**src/rtl/video_sram_port_arbiter_if.sv**
```systemverilog
// Request/grant/read-return bundle for one requester of the video SRAM arbiter.
// The requester side uses the master modport; the arbiter uses the slave modport.
interface video_sram_port_arbiter_if #(
    parameter int unsigned AddrW = 10
);
    logic             req;
    logic             we;
    logic [AddrW-1:0] addr;
    logic [3:0]       wmask;
    logic [31:0]      wdata;
    logic             gnt;
    logic             rvalid;
    logic [31:0]      rdata;

    modport master (
        output req, we, addr, wmask, wdata,
        input  gnt, rvalid, rdata
    );

    modport slave (
        input  req, we, addr, wmask, wdata,
        output gnt, rvalid, rdata
    );
endinterface

```
**src/rtl/video_sram_port_arbiter.sv**
```systemverilog
// Shares one SRAM rw port (two 32-bit macros) between CPU port A and video port B.
// B wins by default; A wins once it has been refused MAX_WAIT cycles. Reads return 2 cycles after grant.
module video_sram_port_arbiter #(
    parameter int unsigned SRAM_ADDRESS_SIZE = 9,
    parameter int unsigned MAX_WAIT          = 8
) (
    input  logic                         clk_i,
    input  logic                         rst_ni,
    video_sram_port_arbiter_if.slave     a_io,
    video_sram_port_arbiter_if.slave     b_io,
    output logic [1:0]                   sram_csb0_o,
    output logic                         sram_web0_o,
    output logic [3:0]                   sram_wmask0_o,
    output logic [SRAM_ADDRESS_SIZE-1:0] sram_addr0_o,
    output logic [31:0]                  sram_din0_o,
    input  logic [63:0]                  sram_dout0_i
);
    localparam int unsigned      WaitW   = $clog2(MAX_WAIT + 1);
    localparam logic [WaitW-1:0] WaitMax = WaitW'(MAX_WAIT);

    logic [WaitW-1:0]             wait_q, wait_d;
    logic                         a_gnt, b_gnt, any_gnt, starve;
    logic                         iss_we;
    logic [SRAM_ADDRESS_SIZE:0]   iss_addr;
    logic [3:0]                   iss_wmask;
    logic [31:0]                  iss_wdata;
    logic [1:0]                   csb_q, csb_d;
    logic                         web_q, web_d;
    logic [3:0]                   wmask_q, wmask_d;
    logic [SRAM_ADDRESS_SIZE-1:0] addr_q, addr_d;
    logic [31:0]                  din_q, din_d;
    logic                         s1_valid_q, s1_port_q, s1_sel_q;
    logic                         s2_valid_q, s2_port_q, s2_sel_q;
    logic                         a_rvalid, b_rvalid;
    logic [31:0]                  rd_word, a_rdata_q, b_rdata_q;

    always_comb begin
        starve  = a_io.req & (wait_q == WaitMax);
        b_gnt   = rst_ni & b_io.req & ~starve;
        a_gnt   = rst_ni & a_io.req & ~b_gnt;
        any_gnt = a_gnt | b_gnt;
    end

    // Counts consecutive refused cycles of a pending A request.
    always_comb begin
        wait_d = '0;
        if (a_io.req && !a_gnt) begin
            wait_d = (wait_q == WaitMax) ? wait_q : wait_q + 1'b1;
        end
    end

    always_comb begin
        iss_we    = b_gnt ? b_io.we    : a_io.we;
        iss_addr  = b_gnt ? b_io.addr  : a_io.addr;
        iss_wmask = b_gnt ? b_io.wmask : a_io.wmask;
        iss_wdata = b_gnt ? b_io.wdata : a_io.wdata;
        csb_d     = 2'b11;
        web_d     = 1'b1;
        wmask_d   = wmask_q;
        addr_d    = addr_q;
        din_d     = din_q;
        if (any_gnt) begin
            csb_d   = iss_addr[SRAM_ADDRESS_SIZE] ? 2'b01 : 2'b10;
            web_d   = ~iss_we;
            wmask_d = iss_wmask;
            addr_d  = iss_addr[SRAM_ADDRESS_SIZE-1:0];
            din_d   = iss_wdata;
        end
    end

    assign rd_word  = s2_sel_q ? sram_dout0_i[63:32] : sram_dout0_i[31:0];
    assign a_rvalid = s2_valid_q & ~s2_port_q;
    assign b_rvalid = s2_valid_q & s2_port_q;

    always_ff @(posedge clk_i) begin
        if (!rst_ni) begin
            wait_q     <= '0;
            csb_q      <= 2'b11;
            web_q      <= 1'b1;
            wmask_q    <= '0;
            addr_q     <= '0;
            din_q      <= '0;
            s1_valid_q <= 1'b0;
            s1_port_q  <= 1'b0;
            s1_sel_q   <= 1'b0;
            s2_valid_q <= 1'b0;
            s2_port_q  <= 1'b0;
            s2_sel_q   <= 1'b0;
            a_rdata_q  <= '0;
            b_rdata_q  <= '0;
        end else begin
            wait_q     <= wait_d;
            csb_q      <= csb_d;
            web_q      <= web_d;
            wmask_q    <= wmask_d;
            addr_q     <= addr_d;
            din_q      <= din_d;
            // Stage 1 follows the SRAM pins, stage 2 the SRAM sampling edge.
            s1_valid_q <= any_gnt & ~iss_we;
            s1_port_q  <= b_gnt;
            s1_sel_q   <= iss_addr[SRAM_ADDRESS_SIZE];
            s2_valid_q <= s1_valid_q;
            s2_port_q  <= s1_port_q;
            s2_sel_q   <= s1_sel_q;
            if (a_rvalid) a_rdata_q <= rd_word;
            if (b_rvalid) b_rdata_q <= rd_word;
        end
    end

    assign sram_csb0_o   = csb_q;
    assign sram_web0_o   = web_q;
    assign sram_wmask0_o = wmask_q;
    assign sram_addr0_o  = addr_q;
    assign sram_din0_o   = din_q;

    assign a_io.gnt    = a_gnt;
    assign a_io.rvalid = a_rvalid;
    assign a_io.rdata  = a_rvalid ? rd_word : a_rdata_q;
    assign b_io.gnt    = b_gnt;
    assign b_io.rvalid = b_rvalid;
    assign b_io.rdata  = b_rvalid ? rd_word : b_rdata_q;
endmodule

```
**src/flat_wrapper.sv**
```systemverilog
// flat-port wrapper written by rule: the top's interface ports become plain ports
module video_sram_port_arbiter_flat 
#(
    parameter int unsigned SRAM_ADDRESS_SIZE = 9,
    parameter int unsigned MAX_WAIT          = 8
)
  (clk_i, rst_ni, sram_csb0_o, sram_web0_o, sram_wmask0_o, sram_addr0_o, sram_din0_o, sram_dout0_i, a_io_req, a_io_we, a_io_addr, a_io_wmask, a_io_wdata, a_io_gnt, a_io_rvalid, a_io_rdata, b_io_req, b_io_we, b_io_addr, b_io_wmask, b_io_wdata, b_io_gnt, b_io_rvalid, b_io_rdata);
  video_sram_port_arbiter_if #(.AddrW((9) + 1)) a_io_i ();
  video_sram_port_arbiter_if #(.AddrW((9) + 1)) b_io_i ();
  input  logic clk_i;
  input  logic rst_ni;
  output logic [1:0] sram_csb0_o;
  output logic sram_web0_o;
  output logic [3:0] sram_wmask0_o;
  output logic [SRAM_ADDRESS_SIZE-1:0] sram_addr0_o;
  output logic [31:0] sram_din0_o;
  input  logic [63:0] sram_dout0_i;
  input wire logic [$bits(a_io_i.req)-1:0] a_io_req;
  input wire logic [$bits(a_io_i.we)-1:0] a_io_we;
  input wire logic [$bits(a_io_i.addr)-1:0] a_io_addr;
  input wire logic [$bits(a_io_i.wmask)-1:0] a_io_wmask;
  input wire logic [$bits(a_io_i.wdata)-1:0] a_io_wdata;
  output wire logic [$bits(a_io_i.gnt)-1:0] a_io_gnt;
  output wire logic [$bits(a_io_i.rvalid)-1:0] a_io_rvalid;
  output wire logic [$bits(a_io_i.rdata)-1:0] a_io_rdata;
  input wire logic [$bits(b_io_i.req)-1:0] b_io_req;
  input wire logic [$bits(b_io_i.we)-1:0] b_io_we;
  input wire logic [$bits(b_io_i.addr)-1:0] b_io_addr;
  input wire logic [$bits(b_io_i.wmask)-1:0] b_io_wmask;
  input wire logic [$bits(b_io_i.wdata)-1:0] b_io_wdata;
  output wire logic [$bits(b_io_i.gnt)-1:0] b_io_gnt;
  output wire logic [$bits(b_io_i.rvalid)-1:0] b_io_rvalid;
  output wire logic [$bits(b_io_i.rdata)-1:0] b_io_rdata;
  assign a_io_i.req = a_io_req;
  assign a_io_i.we = a_io_we;
  assign a_io_i.addr = a_io_addr;
  assign a_io_i.wmask = a_io_wmask;
  assign a_io_i.wdata = a_io_wdata;
  assign a_io_gnt = a_io_i.gnt;
  assign a_io_rvalid = a_io_i.rvalid;
  assign a_io_rdata = a_io_i.rdata;
  assign b_io_i.req = b_io_req;
  assign b_io_i.we = b_io_we;
  assign b_io_i.addr = b_io_addr;
  assign b_io_i.wmask = b_io_wmask;
  assign b_io_i.wdata = b_io_wdata;
  assign b_io_gnt = b_io_i.gnt;
  assign b_io_rvalid = b_io_i.rvalid;
  assign b_io_rdata = b_io_i.rdata;
  video_sram_port_arbiter #(.SRAM_ADDRESS_SIZE(SRAM_ADDRESS_SIZE), .MAX_WAIT(MAX_WAIT)) u_core (.clk_i(clk_i), .rst_ni(rst_ni), .a_io(a_io_i), .b_io(b_io_i), .sram_csb0_o(sram_csb0_o), .sram_web0_o(sram_web0_o), .sram_wmask0_o(sram_wmask0_o), .sram_addr0_o(sram_addr0_o), .sram_din0_o(sram_din0_o), .sram_dout0_i(sram_dout0_i));
endmodule
```
**config.mk**
```make
export PLATFORM = sky130hd
export DESIGN_NAME = video_sram_port_arbiter_flat
export DESIGN_NICKNAME = d
export VERILOG_FILES = /design/src/rtl/video_sram_port_arbiter_if.sv /design/src/rtl/video_sram_port_arbiter.sv /design/src/flat_wrapper.sv
export SDC_FILE = /design/constraint.sdc
export NUM_CORES = 1
export LEC_CHECK = 0
export ABC_AREA = 1
export CAP_MARGIN = 0
export CORE_MARGIN = 4
export CORE_UTILIZATION = 35
export CTS_BUF_LIST = sky130_fd_sc_hd__clkbuf_8
export CTS_CLUSTER_DIAMETER = 40
export DETAILED_ROUTE_END_ITERATION = 6
export PLACE_DENSITY = 0.72
export SYNTH_ARGS = -nofsm -noshare
export SYNTH_HDL_FRONTEND = slang
export SYNTH_SLANG_ARGS = --single-unit
```
**constraint.sdc**
```tcl
create_clock -name clk_i -period 1.3 [get_ports clk_i]
set_input_delay 0.26 -clock clk_i [delete_from_list [all_inputs] [get_ports clk_i]]
set_output_delay 0.26 -clock clk_i [all_outputs]
set_load 0.02 [all_outputs]
```
Yosys cells after proc, flatten, opt, wreduce, memory -nomap -nowiden
Cells that the tools add are included.
{ "classes": {"addsub": 1, "n_eq_ne": 1, "n_mux": 8, "bitwise_logic": 13, "reduce_logical": 4} }
{ "op_table": {"columns": ["operator", "n"], "rows": [
  ["$mux 32", 4],
  ["$mux 10", 1],
  ["$and 1x1->1", 8],
  ["$add 4x1->4 const B", 1],
  ["$eq 4x4->1 const B", 1],
  ["$mux 4", 1],
  ["$not 1->1", 4],
  ["$reduce_and 2->1", 2],
  ["$mux 2", 1],
  ["$logic_and 1x1->1", 1],
  ["$logic_not 1->1", 1],
  ["$mux 1", 1],
  ["$or 1x1->1", 1]
]} }
{ "word_totals": {"regBits": 122, "in_bits": 162, "out_inout_bits": 116, "word_cells": 41} }

Logic depth before layout (Yosys ltp)
{ "logic_depth": {"word_depth": 9, "mapped_depth": 9, "mapped_depth_nobuf": 8} }

Worst setup path after synthesis
Ideal clock, no wire load.
{ "synth_path": {"path_kind": "flip-flop to output port", "from": "reg u_core.wait_q[0]", "to": "out a_io_gnt", "arrival_time_ps": 1282, "t_required_ps": 1040, "slack_ps": -242, "stages_incl_launch_ff": 8, "path_buffers": 1, "path_cell_list": "dfxtp_1 -> inv_1 -> ha_1 -> nand4_2 -> nand2_2 -> buf_6 -> inv_2 -> nor2_1"} }
{ "synth_via": {"elab_chain_len": 6} }
{ "synth_rtl": {"columns": ["element", "line_no", "text"], "rows": [
  ["start: declaration", "video_sram_port_arbiter.sv:21", "logic [WaitW-1:0] wait_q, wait_d;"],
  ["start signal: assignment", "video_sram_port_arbiter.sv:92", "wait_q <= wait_d;"],
  ["$eq 4x4->1", "video_sram_port_arbiter.sv:38", "starve = a_io.req & (wait_q == WaitMax);"],
  ["$and 1x1->1", "video_sram_port_arbiter.sv:38", null],
  ["$not 1->1", "video_sram_port_arbiter.sv:39", "b_gnt = rst_ni & b_io.req & ~starve;"],
  ["$and 1x1->1", "video_sram_port_arbiter.sv:39", null],
  ["net b_io_gnt", "flat_wrapper.sv:31", "output wire logic [$bits(b_io_i.gnt)-1:0] b_io_gnt;"],
  ["$not 1->1", "video_sram_port_arbiter.sv:40", "a_gnt = rst_ni & a_io.req & ~b_gnt;"],
  ["$and 1x1->1", "video_sram_port_arbiter.sv:40", null],
  ["end: declaration", "flat_wrapper.sv:23", "output wire logic [$bits(a_io_i.gnt)-1:0] a_io_gnt;"]
]} }
The timed path passes the listed nets, and every way through them passes these cells.

Worst setup path after layout
{ "layout_path": {"from": "reg u_core.s2_sel_q", "to": "out b_io_rdata[27]"} }
{ "layout_via": {"elab_chain_len": 2} }
{ "layout_rtl": {"columns": ["element", "line_no", "text"], "rows": [
  ["start: declaration", "video_sram_port_arbiter.sv:33", "logic s2_valid_q, s2_port_q, s2_sel_q;"],
  ["start signal: assignment", "video_sram_port_arbiter.sv:104", "s2_sel_q <= s1_sel_q;"],
  ["$mux 32", "video_sram_port_arbiter.sv:71", "assign rd_word = s2_sel_q ? sram_dout0_i[63:32] : sram_dout0_i[31:0];"],
  ["$mux 32", "video_sram_port_arbiter.sv:121", "assign b_io.rdata = b_rvalid ? rd_word : b_rdata_q;"],
  ["end: declaration", "flat_wrapper.sv:33", "output wire logic [$bits(b_io_i.rdata)-1:0] b_io_rdata;"]
]} }
Every way passes these cells.

==> impl_metrics.json <==
{
  "hold_buffers": 0,
  "viasPerCell": 4.82,
  "final_common_cell": "nand2_1",
  "finalClockSkew_ns": 0.00613,
  "synthSimpleGateAreaFrac": 0.366,
  "reg2reg_slack_ns": -0.24,
  "diodes": 0,
  "register_area_sq_um": 2450,
  "dp.cells": 1385,
  "via_count": 6984,
  "hold_path_class": "primary input to flop",
  "ys_top_cells_by_area": "dfxtp_1 (42%), nand2_1 (21%), a21oi_1 (5.9%), inv_1 (5.9%), nand3b_1 (5.5%)",
  "crit_buf_inv": 2,
  "multi_input_area_sq_um": 3350,
  "fillCellCount": 1361,
  "post-route-period-util": 1.45,
  "outcome": "finished with violations",
  "routedWlPerCell_um": 16.1,
  "antenna_found_initial": 0,
  "cpPeakStageDelay_ns": 0.44,
  "rsz0062_at_grt": "true",
  "drt-initial-drc-count": 332,
  "grt_pass1_vias": 6362,
  "max_cap_viol_count": 0,
  "yosys.area_share.xor_xnor": 0.00304,
  "track_usage": 0.220,
  "ant_nets": 0,
  "peakVddDrop_uv": 641,
  "synth_warnings": 0,
  "critPathKind": "flop to output pin",
  "start_util": 0.360,
  "period_needed_ns": 1.88,
  "io_pins": 278,
  "cp-end-kind": "output pin",
  "synth_area_sq_um": 5760,
  "synth_mux_area_frac": 0,
  "fin_cells": 1449,
  "cp.arrival_ns": 1.62,
  "clk_pin_slew_ns": 0.07,
  "synth_nets": 1023,
  "ys_types": 23,
  "mostFrequentLayoutCells": "nand2_1 (248), clkdlybuf4s50_1 (160), dfxtp_1 (117)",
  "path_cells": "buf_12 -> nand2_1 -> o21ai_1 -> nand2_1 -> nand2_1 -> buf_4",
  "relSlewSlack": 0.681,
  "io_buffers": 277,
  "clkLatencyLatePin_ns": 0.43,
  "setup_violations": 121,
  "routed_wl_um": 23300,
  "yosysTopAreaCell": "dfxtp_1",
  "synth_cells": 859,
  "fmax_mhz": 532,
  "dieArea_sq_um": 18600,
  "cts.sinks": 122,
  "cts_tree": "done",
  "crit_family": "flip-flops",
  "cp_common_cell": "nand2_1",
  "finalHoldViolations": 0,
  "drive_gt1_frac": 0.345,
  "ys_seq_elements": 122,
  "violations": "setup timing",
  "drtPass1Iterations": 5,
  "synth_compound_area_frac": 0.0938,
  "grt_max_degree": 49,
  "drv_slew": 0,
  "p_leak_nw": 5.30,
  "synth_top_family_by_area": "simple AND/OR/NAND/NOR gates",
  "layout_setup_ws_ns": -0.579,
  "overflow": 0,
  "post-place-ws_ns": -0.830,
  "ys_seq_area_frac": 0.424,
  "place.gp.congestion": 0.823,
  "grt_pass1_wl_um": 32100,
  "syn_area_per_cell_sq_um": 6.71,
  "die_h_um": 136,
  "synth_fa_ha_area_frac": 0.00434,
  "drc": 0,
  "htree_levels": 4,
  "max_slew.worst_pin.slew_ns": 0.478,
  "die_width_um": 136,
  "final_nets": 1384,
  "clk_path_buf_depth": 2,
  "rows": 46,
  "cp_max_fo": 17,
  "cp.required_ns": 1.04,
  "area_growth_pct": 89.3,
  "worst_setup_path_start_kind": "flop",
  "root_buffer": "clkbuf_8",
  "cts_buffers": 17,
  "place_hpwl_um": 14700,
  "powerDensity_nw_per_um2": 957,
  "cp_slowest_cell": "dfxtp_4",
  "coreArea_sq_um": 16000,
  "synth_top_area_frac": 0.424
}
## per-layer routing
layer,vias to the layer above,track usage,part of all wire
met1,3222,0.253,0.38
met4,0,0.0728,0.020
met5,-,0,0
met2,247,0.362,0.51
li1,3481,-,-
met3,34,0.100,0.096
## final timing paths
kind,from,to,cells after the start
setup reg to reg,u_core.wait_q[0],u_core.sram_csb0_o[0],10
setup / recovery,u_core.s2_sel_q,b_io_rdata[27],6
hold reg to reg,u_core.s1_valid_q,u_core.s2_valid_q,2
hold / removal,rst_ni,u_core.s2_valid_q,4
## state kept, by name, summed over array words and instances (netlist names)
register and count:
u_core.a_rdata_q 32, u_core.b_rdata_q 32, u_core.s1_port_q 1, u_core.s1_sel_q 1
u_core.s1_valid_q 1, u_core.s2_port_q 1, u_core.s2_sel_q 1, u_core.s2_valid_q 1
u_core.sram_addr0_o 9, u_core.sram_csb0_o 2, u_core.sram_din0_o 32, u_core.sram_web0_o 1
u_core.sram_wmask0_o 4, u_core.wait_q 4
## report_power, final
| group | internal, mW | switching [mW] |
|---|---|---|
| Clock | 2.31 | 1.58 |
| Sequential | 3.93 | 0.0961 |
| Combinational | 1.27 | 1.25 |
| Total | 7.52 | 2.93 |
## worst register-to-register path: cells and delay by family, from the launching register on
| kind | cells | cell delay [ns] |
|---|---|---|
| flip-flops | 1 | 0.33 |
| adder cells (fa/ha/maj) | 1 | 0.15 |
| AO/OA/AOI/OAI | 1 | 0.08 |
| buffers and inverters | 4 | 0.43 |
| AND/OR/NAND/NOR | 4 | 0.45 |
## through the flow
stage / hold WS (ns) / utilization / setup TNS [ns] / total power, mW / instance area (sq um)
after detailed placement: 0.397 / 0.587 / -83.12 / 6.32 / 9400
after floorplan: 0.390 / - / -0.322 / 5.03 / 5810
final: 0.177 / 0.682 / -38.36 / 10.4 / 10900
after CTS: 0.145 / 0.632 / -67.23 / 10.3 / 10100
after global routing: 0.181 / 0.682 / -50.54 / 10.9 / 10900
after global placement: 0.402 / 0.587 / -81.37 / 6.30 / 9400
## logic make-up after synthesis
kind of cell / count (synthesis)
AOI/OAI and AO/OA: 107
adders and majority gates: 2
xor gates and xnor gates: 2
DFF: 122
buffers and inverters: 154
and+or+nand+nor: 472
## cell usage after synthesis (all sizes together)
cell,count
a21oi,68
nand3,46
clkbuf,27
o211ai,2
nand4,44
xnor2,1
nand3b,42
dfxtp,122
xor2,1
inv,92
o21ai,37
nand2,326
ha,2
clkinv,2
buf,33
nor2,14
## layout make-up
cell class | count | share of cell area
timing repair buffer | 402 | 0.369
multi-input combinational | 583 | 0.307
sequential | 122 | 0.225
inverter | 94 | 0.0337
tap | 216 | 0.0248
clock buffer | 18 | 0.0227
clock inverter | 14 | 0.0186
## repair_timing
| item | 4_1_cts | 5_1_grt |
|---|---|---|
| pin swaps | 10 | 15 |
| resized for setup | 444 | 313 |
| setup endpoints to repair | 167 | 182 |
| cloned | 4 | 12 |
| setup buffers | 7 | 12 |
(Power assumes the default switching activity.)
